### src/rtl/carry_select_adder.sv
// N-bit carry-select adder with registered {co, sum}; 1-cycle latency (2 with CSA_INPUT_REG_EN), one op per cycle.
// No backpressure: out_valid pulses once per accepted op, and sum/co hold between ops.
module carry_select_adder #(
    parameter int N     = 3,
    parameter int BLOCK = 2
) (
    input  logic         clk,
    input  logic         rst,
    input  logic         in_valid,
    input  logic [N-1:0] a,
    input  logic [N-1:0] b,
    input  logic         ci,
    output logic [N-1:0] sum,
    output logic         co,
    output logic         out_valid
);
    localparam int NB = (N + BLOCK - 1) / BLOCK;

    logic [N-1:0]  w_a;
    logic [N-1:0]  w_b;
    logic          w_ci;
    logic          w_vld;
    logic [N-1:0]  w_sum;
    logic [NB-1:0] w_bc;

    logic [N-1:0]  r_sum;
    logic          r_co;
    logic          r_out_vld;

`ifdef CSA_INPUT_REG_EN
    logic [N-1:0] r_a;
    logic [N-1:0] r_b;
    logic         r_ci;
    logic         r_in_vld;

    always_ff @(posedge clk) begin
        if (rst) begin
            r_a      <= '0;
            r_b      <= '0;
            r_ci     <= 1'b0;
            r_in_vld <= 1'b0;
        end else begin
            r_a      <= a;
            r_b      <= b;
            r_ci     <= ci;
            r_in_vld <= in_valid;
        end
    end

    assign w_a   = r_a;
    assign w_b   = r_b;
    assign w_ci  = r_ci;
    assign w_vld = r_in_vld;
`else
    assign w_a   = a;
    assign w_b   = b;
    assign w_ci  = ci;
    assign w_vld = in_valid;
`endif

    for (genvar k = 0; k < NB; k++) begin : g_blk
        localparam int LO = k * BLOCK;
        localparam int HI = ((k + 1) * BLOCK < N) ? (k + 1) * BLOCK - 1 : N - 1;
        localparam int W  = HI - LO + 1;

        logic [W:0]   w_c0;
        logic [W-1:0] w_s0;

        // Block 0 ripples from ci; upper blocks assume carry-in 0 on this chain.
        assign w_c0[0] = (k == 0) ? w_ci : 1'b0;

        for (genvar j = 0; j < W; j++) begin : g_fa0
            assign w_s0[j]   = w_a[LO+j] ^ w_b[LO+j] ^ w_c0[j];
            assign w_c0[j+1] = (w_a[LO+j] & w_b[LO+j]) | (w_c0[j] & (w_a[LO+j] ^ w_b[LO+j]));
        end

        if (k == 0) begin : g_first
            assign w_sum[HI:LO] = w_s0;
            assign w_bc[k]      = w_c0[W];
        end else begin : g_sel
            logic [W:0]   w_c1;
            logic [W-1:0] w_s1;

            assign w_c1[0] = 1'b1;

            for (genvar j = 0; j < W; j++) begin : g_fa1
                assign w_s1[j]   = w_a[LO+j] ^ w_b[LO+j] ^ w_c1[j];
                assign w_c1[j+1] = (w_a[LO+j] & w_b[LO+j]) | (w_c1[j] & (w_a[LO+j] ^ w_b[LO+j]));
            end

            assign w_sum[HI:LO] = w_bc[k-1] ? w_s1 : w_s0;
            assign w_bc[k]      = w_bc[k-1] ? w_c1[W] : w_c0[W];
        end
    end

    always_ff @(posedge clk) begin
        if (rst) begin
            r_sum     <= '0;
            r_co      <= 1'b0;
            r_out_vld <= 1'b0;
        end else begin
            r_out_vld <= w_vld;
            if (w_vld) begin
                r_sum <= w_sum;
                r_co  <= w_bc[NB-1];
            end
        end
    end

    assign sum       = r_sum;
    assign co        = r_co;
    assign out_valid = r_out_vld;
endmodule

### config.mk
export PLATFORM = sky130hd
export DESIGN_NAME = carry_select_adder
export DESIGN_NICKNAME = d
export VERILOG_FILES = /design/src/rtl/carry_select_adder.sv
export SDC_FILE = /design/constraint.sdc
export NUM_CORES = 1
export LEC_CHECK = 0
export CORE_AREA = 3 3 40 42
export DETAILED_ROUTE_END_ITERATION = 8
export DIE_AREA = 0 0 43 45
export HOLD_SLACK_MARGIN = 0.03
export SETUP_SLACK_MARGIN = 0.15
export SKIP_LAST_GASP = 1
export SYNTH_ARGS = -nofsm -noshare
export SYNTH_HDL_FRONTEND = slang
export SYNTH_SLANG_ARGS = --single-unit
export TNS_END_PERCENT = 5
### constraint.sdc
create_clock -name clk -period 1.9 [get_ports clk]
set_input_delay 0.57 -clock clk [delete_from_list [all_inputs] [get_ports clk]]
set_output_delay 0.57 -clock clk [all_outputs]
set_load 0.005 [all_outputs]
Yosys cells after proc, flatten, opt, wreduce, memory -nomap -nowiden
Index checks and enable logic that the tools add are counted.

Word-level logic and storage cells: 19. Bits in latches: 0. Memories kept: 0. Bits in registers: 5. Output and inout port bits: 5. Bits in read-only memories: 0. RAM bits: 0.

Equal/unequal tests: 0. Shift-type cells: 0. Bitwise operators: 14. $mul: 0. Add/sub/neg operators: 0. Reduce and logical (&&, ||, !) cells: 0. Order comparisons: 0. Muxes and demuxes: 2. Divide/modulo/power cells: 0.

Operators by type and width (count): 1-bit bitwise AND (5); 1-bit bitwise XOR (5); 1-bit bitwise OR (3); 1-bit 2-to-1 mux (2); 1-bit NOT (1).

Longest topological paths before layout
Depth in word-level cells: 6. Gate-level depth with buffers: 6.

Least setup slack after synthesis
No wires, ideal clock.

Kind: input port to flip-flop. Start point: input port a[0]. End point: register r_sum[1], in the netlist sum[1]. Data required time: 1.786 ns. Stages on the path: 6. Arrival: 1.634 ns. Slack: 0.152 ns. Buffers on the path: 0. Cells stage by stage: inv_1 > fa_1 > inv_1 > fa_1 > mux2i_1 > nor2_1.

Longest elaborated chain between the ends: 4. Elaborated cells on any way between the ends: 5.

RTL lines: start: declaration (line 10) `input logic [N-1:0] a,`; 1-bit bitwise XOR (line 74) `assign w_c0[j+1] = (w_a[LO+j] & w_b[LO+j]) | (w_c0[j] & (w_a[LO+j] ^ w_b[LO+j]));`; 1-bit bitwise AND (line 74); 1-bit bitwise OR (*) (line 74); 1-bit bitwise XOR (*) (line 73) `assign w_s0[j] = w_a[LO+j] ^ w_b[LO+j] ^ w_c0[j];`; net g_blk[0].w_s0[1] (line 67) `logic [W-1:0] w_s0;`; end signal: assignment (line 104) `r_sum <= w_sum;`; end: declaration (line 26) `logic [N-1:0] r_sum;`.

Mark *: on every way through the listed nets, which the timed path passes. The rest lies on a longest branch. A chain may end at the register's enable or synchronous reset.

Worst setup path after layout
Start point: input port a[1]. End point: register r_co, in the netlist co.

Longest elaborated chain between the ends: 4. Elaborated cells on any way between the ends: 5.

RTL lines: 1-bit bitwise XOR (line 74); 1-bit bitwise AND (line 74); 1-bit bitwise OR (*) (line 74); 1-bit 2-to-1 mux (*) (line 92) `assign w_bc[k] = w_bc[k-1] ? w_c1[W] : w_c0[W];`; end signal: assignment (line 105) `r_co <= w_bc[NB-1];`; end: declaration (line 27) `logic r_co;`.

Mark *: on every way between the ends. The rest lies on a longest branch, timed or not.

==> impl_metrics.json <==
{
  "core_area_um2": 1285,
  "synth.net_count": 42,
  "finalNetCount": 60,
  "final.setup.tns_ns": 0,
  "remaining_drc_errors": 0,
  "area.sequential_um2": 100.1,
  "vias": 249,
  "grt_remaining_overflow": 0,
  "run_status": "completed",
  "design.die.area_um2": 1935,
  "cts.hold.buffers_added": 0,
  "routabilityCongestion": 0.6764,
  "slowest_cell_on_the_critical_path": "clkdlybuf4s50_1",
  "syn_to_final_growth_pct": 59.29,
  "synth.lib_cells_used.distinct": 13,
  "floorplan.die.height_um": 45,
  "number_of_global_route_vias_before_repair": 210,
  "finalNonFillerCells": 60,
  "report.final.slew_viol_count": 0,
  "grt_max_degree": 9,
  "placement_rows": 13,
  "number_of_antenna_cells_inserted": 0,
  "clock_tree.buffer_depth": 2,
  "routed_wire_length_per_instance_um": 8.217,
  "worstSkewPairLatency_ns": 0.24,
  "antenna_found_initial": 0,
  "fin_crit_ns": 1.678,
  "ctsRootBufferMaster": "clkbuf_4",
  "mostFrequentLayoutCell": "clkdlybuf4s50_1",
  "half_perimeter_wire_length_after_detailed_placement_um": 441.3,
  "worstPathCellList": "clkdlybuf4s50_1, fa_2, nand2b_1, a311oi_2",
  "synth.ff_latch_count": 5,
  "initial_core_util_pct": 22.01,
  "io-pin-count": 15,
  "dr.max_layer_used": "met4",
  "worst_ir_drop_vdd_mv": 0.1991,
  "setup_viol_count_final": 0,
  "multi_input_comb_area_um2": 157.7,
  "setup_repair_after_global_routing_missed_its_margin": "no",
  "count_of_buffers_from_port_buffering": 14,
  "drive_above_1_share_pct": 28.89,
  "fillers": 144,
  "worst_pin_slew_ns": 0.3245,
  "drt-pass1-iter-count": 1,
  "netlist_area_pre_place_um2": 282.8,
  "critical_path_class": "in -> reg",
  "worst_path_maximum_fanout": 3,
  "cell_leakage_power_nw": 0.1951,
  "avgSynthCellArea_um2": 10.10,
  "route.layer.met1.wl_um": 187,
  "critPathArrivalTime_ns": 1.83,
  "cts_max_level": 1,
  "relSlewSlack_pct": 78.30,
  "final-hold-violation-count": 0,
  "placed_cells_incl_taps": 56,
  "dieWidth_um": 43,
  "layout_worst_path_cycle_share_pct": 88.34,
  "clk_skew_ns": 0,
  "met3RoutedLength_um": 49,
  "layout_common_cells": "clkdlybuf4s50_1, dfxtp_1, nor2_1",
  "wl_met2_um": 241,
  "wire_length_of_the_first_global_routing_pass_um": 814,
  "drt-initial-drc-count": 0,
  "detail_route.vias_per_cell": 4.150,
  "maxCapViolations": 0,
  "timing.critical_path.from_type": "input pin",
  "tritoncts": "built",
  "clock_transition_at_the_registers_of_the_reported_paths_ns": 0.04,
  "globalRouteTotalUtil_pct": 6.438,
  "critPathMaxStageDelay_ns": 0.43,
  "syn-instance-count": 28,
  "worst-endpoint-required_ns": 2.05,
  "yosys_warnings": 0,
  "timing.fmax_ghz": 0.5958,
  "cts.sink_count": 5,
  "cp-end-kind": "flip-flop",
  "cts-buffers-inserted": 3,
  "worst_hold_path_type": "reg -> reg",
  "drt.antenna.violating_nets": 0,
  "ratio_of_total_power_to_cell_area_nw_per_um2": 695.8,
  "drt_wl_total_um": 493,
  "synth_seq_area_share_pct": 35.40
}
path summary, 6_finish.rpt:
kind	to	from	slack (ns)	depth (start not counted)
worst min-delay path	sum[0]$_SDFFE_PP0P_	sum[0]$_SDFFE_PP0P_	0.49	2
worst max register to register	co$_SDFFE_PP0P_	co$_SDFFE_PP0P_	1.21	2
worst max-delay path	co$_SDFFE_PP0P_	a[1]	0.22	4
worst min register to register	sum[0]$_SDFFE_PP0P_	sum[0]$_SDFFE_PP0P_	0.49	2
sequential cells by signal (all words and copies together) (netlist names):
name and cells:
co 1, out_valid 1, sum 3
cell families (layout without fill, tap and decap cells):
logic type,after synthesis,in the layout,share of synthesized area (%)
compound gates,3,3,12.39
buf+inv,7,24,10.62
simple gates,7,7,11.95
flops,5,5,35.40
mux,1,1,3.540
xor+xnor,1,1,3.098
fa+ha+maj,4,4,23.01
through the flow:
stage               worst slack (ns)  cell area [um2]  total power, W  utilization, %  hold WS, ns
global placement             -0.3683            434.2       0.0001961           33.79       0.4759
global route                  0.1852            450.4       0.0003327           35.05       0.5220
CTS                           0.1592            461.7       0.0003217           35.93       0.4938
finish                        0.2215            450.4       0.0003134           35.05       0.4888
floorplan                     0.1517            282.8       0.0001545               -       0.4850
detailed placement           -0.3703            434.2       0.0001967           33.79       0.4878
synthesized netlist by cell type (all sizes together):
| cell | count | share of area [%] |
|---|---|---|
| fa | 2 | 14 |
| nand2b | 2 | 4.4 |
| a311oi | 1 | 5.3 |
| ha | 2 | 8.8 |
| inv | 6 | 8.0 |
| nor2 | 4 | 5.3 |
| a211oi | 2 | 7.1 |
| nor2b | 1 | 2.2 |
| buf | 1 | 2.7 |
| mux2i | 1 | 3.5 |
| xnor2 | 1 | 3.1 |
| dfxtp | 5 | 35 |
where the power goes:
part | switching [W] | internal [W] | leakage, nW | total (W)
Clock | 0.0000416 | 0.0000793 | 0.0150 | 0.000121
Sequential | 0.00000404 | 0.000114 | 0.0415 | 0.000118
Combinational | 0.0000283 | 0.0000459 | 0.139 | 0.0000741
area by class of cell:
class	count	area share (%)
multi-input combinational	16	35.00
timing repair buffer	14	27.78
sequential	5	22.22
clock buffer	4	5.833
inverter	6	5.000
tap	15	4.167
layer usage:
metal	GRT usage (%)	vias to the layer above
li1	-	125
met1	5.610	112
met2	9.880	10
met3	3.586	2
met4	7.229	0
met5	0	-
worst max-delay path: cells and delay by family:
family | cells | cell delay, ns
compound gates | 1 | 0.25
buf+inv | 1 | 0.43
simple gates | 1 | 0.16
fa+ha+maj | 1 | 0.42
repair_timing:
item                                    in CTS  in global routing
setup buffers                                0                  0
pin swaps                                    3                  3
endpoints found under the setup margin       3                  2
endpoints found under the hold margin        0                  0
gates resized for setup                      8                  6
No activity file was read; power rests on OpenSTA's default activity.
